## src/rtl/tile_move_engine.sv

```systemverilog
// Live 4x4 sliding-puzzle board: loads an initial layout, then applies one blank-tile move
// per accepted request through a READ/WRITE/CHECK sequence.
module tile_move_engine #(
  parameter int unsigned CNT_W = 10
) (
  input  logic             clk,
  input  logic             reset,
  input  logic             load,
  input  logic [63:0]      board_in,
  input  logic [5:0]       blank_in,
  input  logic             move_valid,
  input  logic [1:0]       move_dir,
  output logic             move_ready,
  output logic [63:0]      board_out,
  output logic [5:0]       blank_out,
  output logic [CNT_W-1:0] move_count,
  output logic             solved,
  output logic             redraw,
  output logic             error
);

  localparam logic [63:0] Goal = 64'h0FED_CBA9_8765_4321;

  typedef enum logic [1:0] {StIdle, StRead, StWrite, StCheck} state_e;

  state_e     state_q;
  logic       loaded_q;
  logic [3:0] tgt_q;
  logic [3:0] tile_q;

  logic [3:0] pos;
  logic [3:0] tgt;
  logic       legal;
  logic       load_ok;

  assign move_ready = (state_q == StIdle) && loaded_q && !solved;
  assign load_ok    = (blank_in != 6'd0) && (blank_in <= 6'd16);

  // Blank positions 1..16 map onto 0..15 through 4-bit wraparound (16 -> 0 -> 15).
  assign pos = blank_out[3:0] - 4'd1;

  always_comb begin
    legal = 1'b0;
    tgt   = pos;
    unique case (move_dir)
      2'b00: begin
        legal = pos >= 4'd4;
        tgt   = pos - 4'd4;
      end
      2'b01: begin
        legal = pos <= 4'd11;
        tgt   = pos + 4'd4;
      end
      2'b10: begin
        legal = pos[1:0] != 2'b00;
        tgt   = pos - 4'd1;
      end
      2'b11: begin
        legal = pos[1:0] != 2'b11;
        tgt   = pos + 4'd1;
      end
    endcase
  end

  always_ff @(posedge clk or posedge reset) begin
    if (reset) begin
      state_q    <= StIdle;
      loaded_q   <= 1'b0;
      tgt_q      <= 4'd0;
      tile_q     <= 4'd0;
      board_out  <= 64'd0;
      blank_out  <= 6'd0;
      move_count <= '0;
      solved     <= 1'b0;
      redraw     <= 1'b0;
      error      <= 1'b0;
    end else begin
      redraw <= 1'b0;
      error  <= 1'b0;
      if (load && load_ok) begin
        // A valid load aborts any move in flight; its write never happens.
        board_out  <= board_in;
        blank_out  <= blank_in;
        move_count <= '0;
        loaded_q   <= 1'b1;
        solved     <= 1'b0;
        state_q    <= StCheck;
      end else begin
        if (load) begin
          error <= 1'b1;
        end
        unique case (state_q)
          StIdle: begin
            if (move_valid && move_ready) begin
              if (legal) begin
                tgt_q   <= tgt;
                state_q <= StRead;
              end else begin
                error <= 1'b1;
              end
            end
          end
          StRead: begin
            tile_q  <= board_out[{tgt_q, 2'b00} +: 4];
            state_q <= StWrite;
          end
          StWrite: begin
            board_out[{pos, 2'b00} +: 4]   <= tile_q;
            board_out[{tgt_q, 2'b00} +: 4] <= 4'd0;
            blank_out                      <= {2'b00, tgt_q} + 6'd1;
            if (move_count != '1) begin
              move_count <= move_count + CNT_W'(1);
            end
            state_q <= StCheck;
          end
          StCheck: begin
            solved  <= (board_out == Goal);
            redraw  <= 1'b1;
            state_q <= StIdle;
          end
        endcase
      end
    end
  end

endmodule

```

## config.mk

```make
export PLATFORM = sky130hd
export DESIGN_NAME = tile_move_engine
export DESIGN_NICKNAME = d
export VERILOG_FILES = /design/src/rtl/tile_move_engine.sv
export SDC_FILE = /design/constraint.sdc
export NUM_CORES = 1
export LEC_CHECK = 0
export CAP_MARGIN = 20
export CORE_UTILIZATION = 40
export CTS_CLUSTER_SIZE = 16
export DETAILED_ROUTE_END_ITERATION = 7
export MAX_ROUTING_LAYER = met4
export PLACE_DENSITY = 0.71
export SYNTH_ARGS = -nofsm -noshare
export SYNTH_HDL_FRONTEND = slang
export SYNTH_SLANG_ARGS = --single-unit
```

## constraint.sdc

```tcl
create_clock -name clk -period 4 [get_ports clk]
set_clock_uncertainty 0.05 [all_clocks]
set_input_delay 0.4 -clock clk [delete_from_list [all_inputs] [get_ports clk]]
set_output_delay 0.4 -clock clk [all_outputs]
set_load 0.02 [all_outputs]
```

==> impl_results.html <==
<table>
<tr><th>Metric</th><th>Value</th></tr>
<tr><th colspan="2">Drt</th></tr>
<tr><td>Via density</td><td>about 6.1</td></tr>
<tr><td>Overall via count from detail_route</td><td>around 6k</td></tr>
<tr><td>1st-iter DRT viols</td><td>between 400 and 500</td></tr>
<tr><td>Wire length after detailed routing</td><td>between 20000 and 25000 um</td></tr>
<tr><td>Average wire per standard cell</td><td>roughly 22 um</td></tr>
<tr><td>Initial DRT Pass Iterations</td><td>5</td></tr>
<tr><td>Remaining number of nets flagged by the antenna check after routing</td><td>0</td></tr>
<tr><td>Number of DRC violations after detailed routing</td><td>0</td></tr>
<tr><th colspan="2">Pwr</th></tr>
<tr><td>VDD IR-drop max</td><td>roughly 0.36 mV</td></tr>
<tr><td>Reported leakage power</td><td>approximately 0.0035 uW</td></tr>
<tr><td>Total power draw</td><td>around 6000 uW</td></tr>
<tr><td>Total power density per cell area</td><td>around 710 nW/um^2</td></tr>
<tr><th colspan="2">CTS</th></tr>
<tr><td>Total clock sinks</td><td>94</td></tr>
<tr><td>TritonCTS clock tree</td><td>done</td></tr>
<tr><td>Buffer type at the clock tree root</td><td>sky130_fd_sc_hd__clkbuf_16</td></tr>
<tr><td>Number of buffers on the longest clock path</td><td>2</td></tr>
<tr><td>Clock-pin slew on the worst setup and hold paths</td><td>about 0.07 ns</td></tr>
<tr><td>Latest clock arrival within the worst-skew pair</td><td>around 0.35 ns</td></tr>
<tr><td>Number of CTS-inserted buffers</td><td>9</td></tr>
<tr><td>Count of hold buffers inserted by post-cts repair</td><td>0</td></tr>
<tr><td>H-tree lvl count</td><td>3</td></tr>
<tr><td>Count of instances resized after the clock tree is built</td><td>0</td></tr>
<tr><td>Post-CTS Setup Bufs</td><td>0</td></tr>
<tr><th colspan="2">Worst setup path</th></tr>
<tr><td>Arr. time, crit path</td><td>roughly 3.5 ns</td></tr>
<tr><td>Crit-path max cell delay</td><td>approximately 0.53 ns</td></tr>
<tr><td>Number of buffers and inverters on the critical path</td><td>3</td></tr>
<tr><td>Crit path capture type</td><td>flip-flop</td></tr>
<tr><td>Critical path cell sequence</td><td>inv_1 -&gt; ha_1 -&gt; xnor2_1 -&gt; buf_4 -&gt; ha_1 -&gt; nand2b_1 -&gt; mux2i_1 -&gt; a41oi_1 -&gt; buf_4 -&gt; nor4b_2 -&gt; a21o_1</td></tr>
<tr><td>Worst-path fanout max</td><td>11</td></tr>
<tr><td>Kind of critical path</td><td>reg -&gt; reg</td></tr>
<tr><td>Family with the most delay on the worst path</td><td>simple AND/OR/NAND/NOR gates</td></tr>
<tr><td>Cell with the biggest individual delay on the critical path</td><td>sky130_fd_sc_hd__nor4b_2</td></tr>
<tr><td>Required time worst endpoint</td><td>roughly 4.2 ns</td></tr>
<tr><td>Startpoint class of the critical path</td><td>flip-flop</td></tr>
<tr><th colspan="2">Final layout</th></tr>
<tr><td>Number of antenna repair diodes</td><td>0</td></tr>
<tr><td>Design Area, Final</td><td>~8300 sq um</td></tr>
<tr><td>Count of nets after finishing</td><td>860</td></tr>
<tr><td>Fillers</td><td>about 1.4k</td></tr>
<tr><td>Storage cell area</td><td>2350 sq um</td></tr>
<tr><td>Layout Area Growth over Synthesis</td><td>33.8%</td></tr>
<tr><td>End-of-flow core utilization</td><td>54.9%</td></tr>
<tr><td>Combined area of the multi-input logic cells</td><td>between 3000 and 4000 sq um</td></tr>
<tr><td>Fraction of final layout cells with drive strength greater than 1</td><td>~14%</td></tr>
<tr><th colspan="2">STA</th></tr>
<tr><td>Final critical delay including setup and external delays</td><td>~3.3 ns</td></tr>
<tr><td>Number of slew-limit violations in the final report</td><td>0</td></tr>
<tr><td>Fmax achieved</td><td>between 0.3 and 0.4 GHz</td></tr>
<tr><td>Transition time of the tightest slew-check pin</td><td>1.07 ns</td></tr>
<tr><td>Total count of hold-check failures in the final report</td><td>0</td></tr>
<tr><td>Setup repair after global routing missed its margin</td><td>no</td></tr>
<tr><td>Portion of the clock cycle consumed by the worst path in the final layout</td><td>82.7%</td></tr>
<tr><td>Remaining max-slew budget at the tightest pin</td><td>between 20 and 30%</td></tr>
<tr><td>Setup violation total in the final timing report</td><td>0</td></tr>
<tr><td>Final total negative setup slack</td><td>0 ns</td></tr>
<tr><th colspan="2">Die</th></tr>
<tr><td>Die W</td><td>~130 um</td></tr>
<tr><td>Number of placement rows</td><td>45</td></tr>
<tr><td>Effective utilization at floorplan</td><td>between 40% and 50%</td></tr>
<tr><td>Number of top-level pins</td><td>between 150 and 200</td></tr>
<tr><td>Placeable core region</td><td>15200 sq um</td></tr>
<tr><td>DIE AREA</td><td>about 16000 sq um</td></tr>
<tr><td>Die height</td><td>127 um</td></tr>
<tr><th colspan="2">Status</th></tr>
<tr><td>Outcome</td><td>finished clean</td></tr>
<tr><th colspan="2">Synthesis</th></tr>
<tr><td>Mean instance size in the synthesized netlist</td><td>10.2 sq um</td></tr>
<tr><td>Number of enable flip-flop cells after synthesis</td><td>0</td></tr>
<tr><td>Post-synthesis async set-or-reset flop share</td><td>100%</td></tr>
<tr><td>Cell variety after synth</td><td>65</td></tr>
<tr><td>Net count after synthesis</td><td>between 700 and 800</td></tr>
<tr><td>Proportion of synthesized chip area in sequential cells</td><td>a little under two fifths</td></tr>
<tr><td>Most instantiated flip-flop cell in the synthesis netlist</td><td>sky130_fd_sc_hd__dfrtp_1</td></tr>
<tr><td>Leading cell types by total area after synthesis</td><td>sky130_fd_sc_hd__dfrtp_1 (38%), sky130_fd_sc_hd__mux2_2 (6.7%), sky130_fd_sc_hd__a22o_1 (6.2%)</td></tr>
<tr><td>Synthesis Warnings</td><td>0</td></tr>
<tr><td>Portion of synthesized cell area occupied by the leading cell type</td><td>37.7%</td></tr>
<tr><td>Post-Syn Area</td><td>about 6200 sq um</td></tr>
<tr><td>Flops &amp; latches, synth</td><td>94</td></tr>
<tr><td>Cell count after synthesis</td><td>just over 600</td></tr>
<tr><td>Biggest area consumer among synthesized cells</td><td>sky130_fd_sc_hd__dfrtp_1</td></tr>
<tr><th colspan="2">Flow run</th></tr>
<tr><td>Number of maximum-capacitance constraint violations</td><td>0</td></tr>
<tr><th colspan="2">Placement</th></tr>
<tr><td>Instance area after placement</td><td>~8000 sq um</td></tr>
<tr><td>Placer's final routability congestion estimate</td><td>0.926</td></tr>
<tr><td>HPWL after detailed placement</td><td>about 16000 um</td></tr>
<tr><td>Number of buffer cells added on primary ports</td><td>roughly 160</td></tr>
<tr><th colspan="2">GRT</th></tr>
<tr><td>Total global-route track usage</td><td>between 20% and 30%</td></tr>
<tr><td>Number of global-route vias before repair</td><td>between 5k and 6k</td></tr>
<tr><td>Largest net degree at the start of global routing</td><td>between 50 and 60</td></tr>
<tr><td>Initial antenna violation count</td><td>0</td></tr>
<tr><td>First-pass GRT wire length</td><td>32100 um</td></tr>
<tr><td>Residual overflow from global routing</td><td>0</td></tr>
<tr><th colspan="2">Hold path</th></tr>
<tr><td>Hold Crit Class</td><td>in -&gt; async</td></tr>
</table>
## cells by family (layout without fill, tap and decap cells)
| logic type | count (synthesis) | count (layout) | synth area share, % |
|---|---|---|---|
| compound gates | 150 | 150 | 19.9 |
| simple gates | 200 | 200 | 16.3 |
| mux | 65 | 65 | 14.6 |
| fa+ha+maj | 21 | 21 | 4.21 |
| flops | 94 | 94 | 37.7 |
| xor+xnor | 19 | 19 | 2.97 |
| buf+inv | 63 | 219 | 4.19 |
## power breakdown
part	switching, uW	leakage [uW]	internal [uW]
Combinational	1840	0.00215	1430
Sequential	504	0.00122	1230
Clock	372	0.000142	502
## cells in the mapped netlist (3+ instances only)
master,number
sky130_fd_sc_hd__dfrtp_1,94
sky130_fd_sc_hd__nand2_1,77
sky130_fd_sc_hd__a22o_1,44
sky130_fd_sc_hd__nor2_1,39
sky130_fd_sc_hd__mux2_2,37
sky130_fd_sc_hd__inv_1,26
sky130_fd_sc_hd__clkbuf_1,22
sky130_fd_sc_hd__ha_1,21
sky130_fd_sc_hd__o21ai_0,20
sky130_fd_sc_hd__a21oi_1,17
sky130_fd_sc_hd__mux4_2,17
sky130_fd_sc_hd__nand3_1,15
sky130_fd_sc_hd__a21o_1,13
sky130_fd_sc_hd__o221ai_1,13
sky130_fd_sc_hd__xnor2_1,10
sky130_fd_sc_hd__mux2i_1,9
sky130_fd_sc_hd__buf_2,8
sky130_fd_sc_hd__nor4_1,8
sky130_fd_sc_hd__xor2_1,8
sky130_fd_sc_hd__nand2b_1,7
sky130_fd_sc_hd__nand4_1,7
sky130_fd_sc_hd__nand4b_1,7
sky130_fd_sc_hd__nor3_1,7
sky130_fd_sc_hd__a221o_1,6
sky130_fd_sc_hd__and2_1,6
sky130_fd_sc_hd__a2111oi_2,5
sky130_fd_sc_hd__a31oi_1,5
sky130_fd_sc_hd__a32o_1,4
sky130_fd_sc_hd__a41oi_1,4
sky130_fd_sc_hd__nor3b_1,4
sky130_fd_sc_hd__nor4b_1,4
sky130_fd_sc_hd__a221oi_4,3
sky130_fd_sc_hd__buf_1,3
sky130_fd_sc_hd__nor2b_1,3
sky130_fd_sc_hd__o31ai_1,3
## sequential cells by signal, summed over array words and instances (netlist names), 2 cells and up
| name | count |
|---|---|
| board_out | 64 |
| tgt_q | 4 |
| tile_q | 4 |
| blank_out | 6 |
| state_q | 2 |
| move_count | 10 |
## final timing paths
path / start / cells past startpoint / slack [ns] / to
worst max-delay path: blank_out[1] / 11 / 0.69 / board_out[63]
worst min-delay path: reset / 2 / 0.31 / move_count[5]
worst max register to register: blank_out[1] / 11 / 0.69 / board_out[63]
worst min register to register: loaded_q / 1 / 0.42 / loaded_q
max in group asynchronous: reset / 4 / 2.72 / board_out[52]
min in group clk: loaded_q / 1 / 0.42 / loaded_q
## final cells by class
cell class,count,area share (%)
clock buffers,11,2.91
clock inverters,5,0.705
inverters,27,1.23
multi-input cells,455,43.4
flip-flops and latches,94,28.2
well taps,188,2.82
repair buffers,176,20.7
## worst reg2reg max path, delay by kind of cell, from the launching register on
family / cells / cell delay, ns
buffers and inverters: 3 / 0.54
adder cells (fa/ha/maj): 2 / 0.47
XOR/XNOR: 1 / 0.14
multiplexers: 1 / 0.45
AO/OA/AOI/OAI: 2 / 0.38
AND/OR/NAND/NOR: 2 / 0.69
flip-flops: 1 / 0.51
## cell usage in the layout, fill, tap and decap left out, types with 9 or more instances in the layout
cell type and n:
sky130_fd_sc_hd__mux2i_1 9, sky130_fd_sc_hd__o21ai_0 20, sky130_fd_sc_hd__inv_1 25, sky130_fd_sc_hd__clkbuf_16 9, sky130_fd_sc_hd__nand2_1 77, sky130_fd_sc_hd__nor2_1 39, sky130_fd_sc_hd__a22o_1 44, sky130_fd_sc_hd__dfrtp_1 94
sky130_fd_sc_hd__a21oi_1 17, sky130_fd_sc_hd__ha_1 21, sky130_fd_sc_hd__xnor2_1 10, sky130_fd_sc_hd__mux4_2 17, sky130_fd_sc_hd__buf_4 16, sky130_fd_sc_hd__mux2_2 37, sky130_fd_sc_hd__clkdlybuf4s50_1 159, sky130_fd_sc_hd__nand3_1 15
sky130_fd_sc_hd__a21o_1 13, sky130_fd_sc_hd__o221ai_1 13
## through the flow
step	setup WS (ns)	instances	hold WS, ns
4_1_cts	0.736	955	0.421
6_report	0.694	956	0.308
2_1_floorplan	0.799	612	0.385
5_1_grt	0.519	956	0.337
3_5_place_dp	0.495	939	0.403
3_3_place_gp	0.568	939	0.402
## metal layers
layer  share of wire, %  track usage [%]  vias to the layer above
met1                 43             35.7                     2912
met5                  0                -                        -
met3                7.7             4.72                       38
met2                 47             41.7                      308
met4                2.3             8.33                        0
li1                   -                -                     2592
No activity file was read; power rests on OpenSTA's default activity.
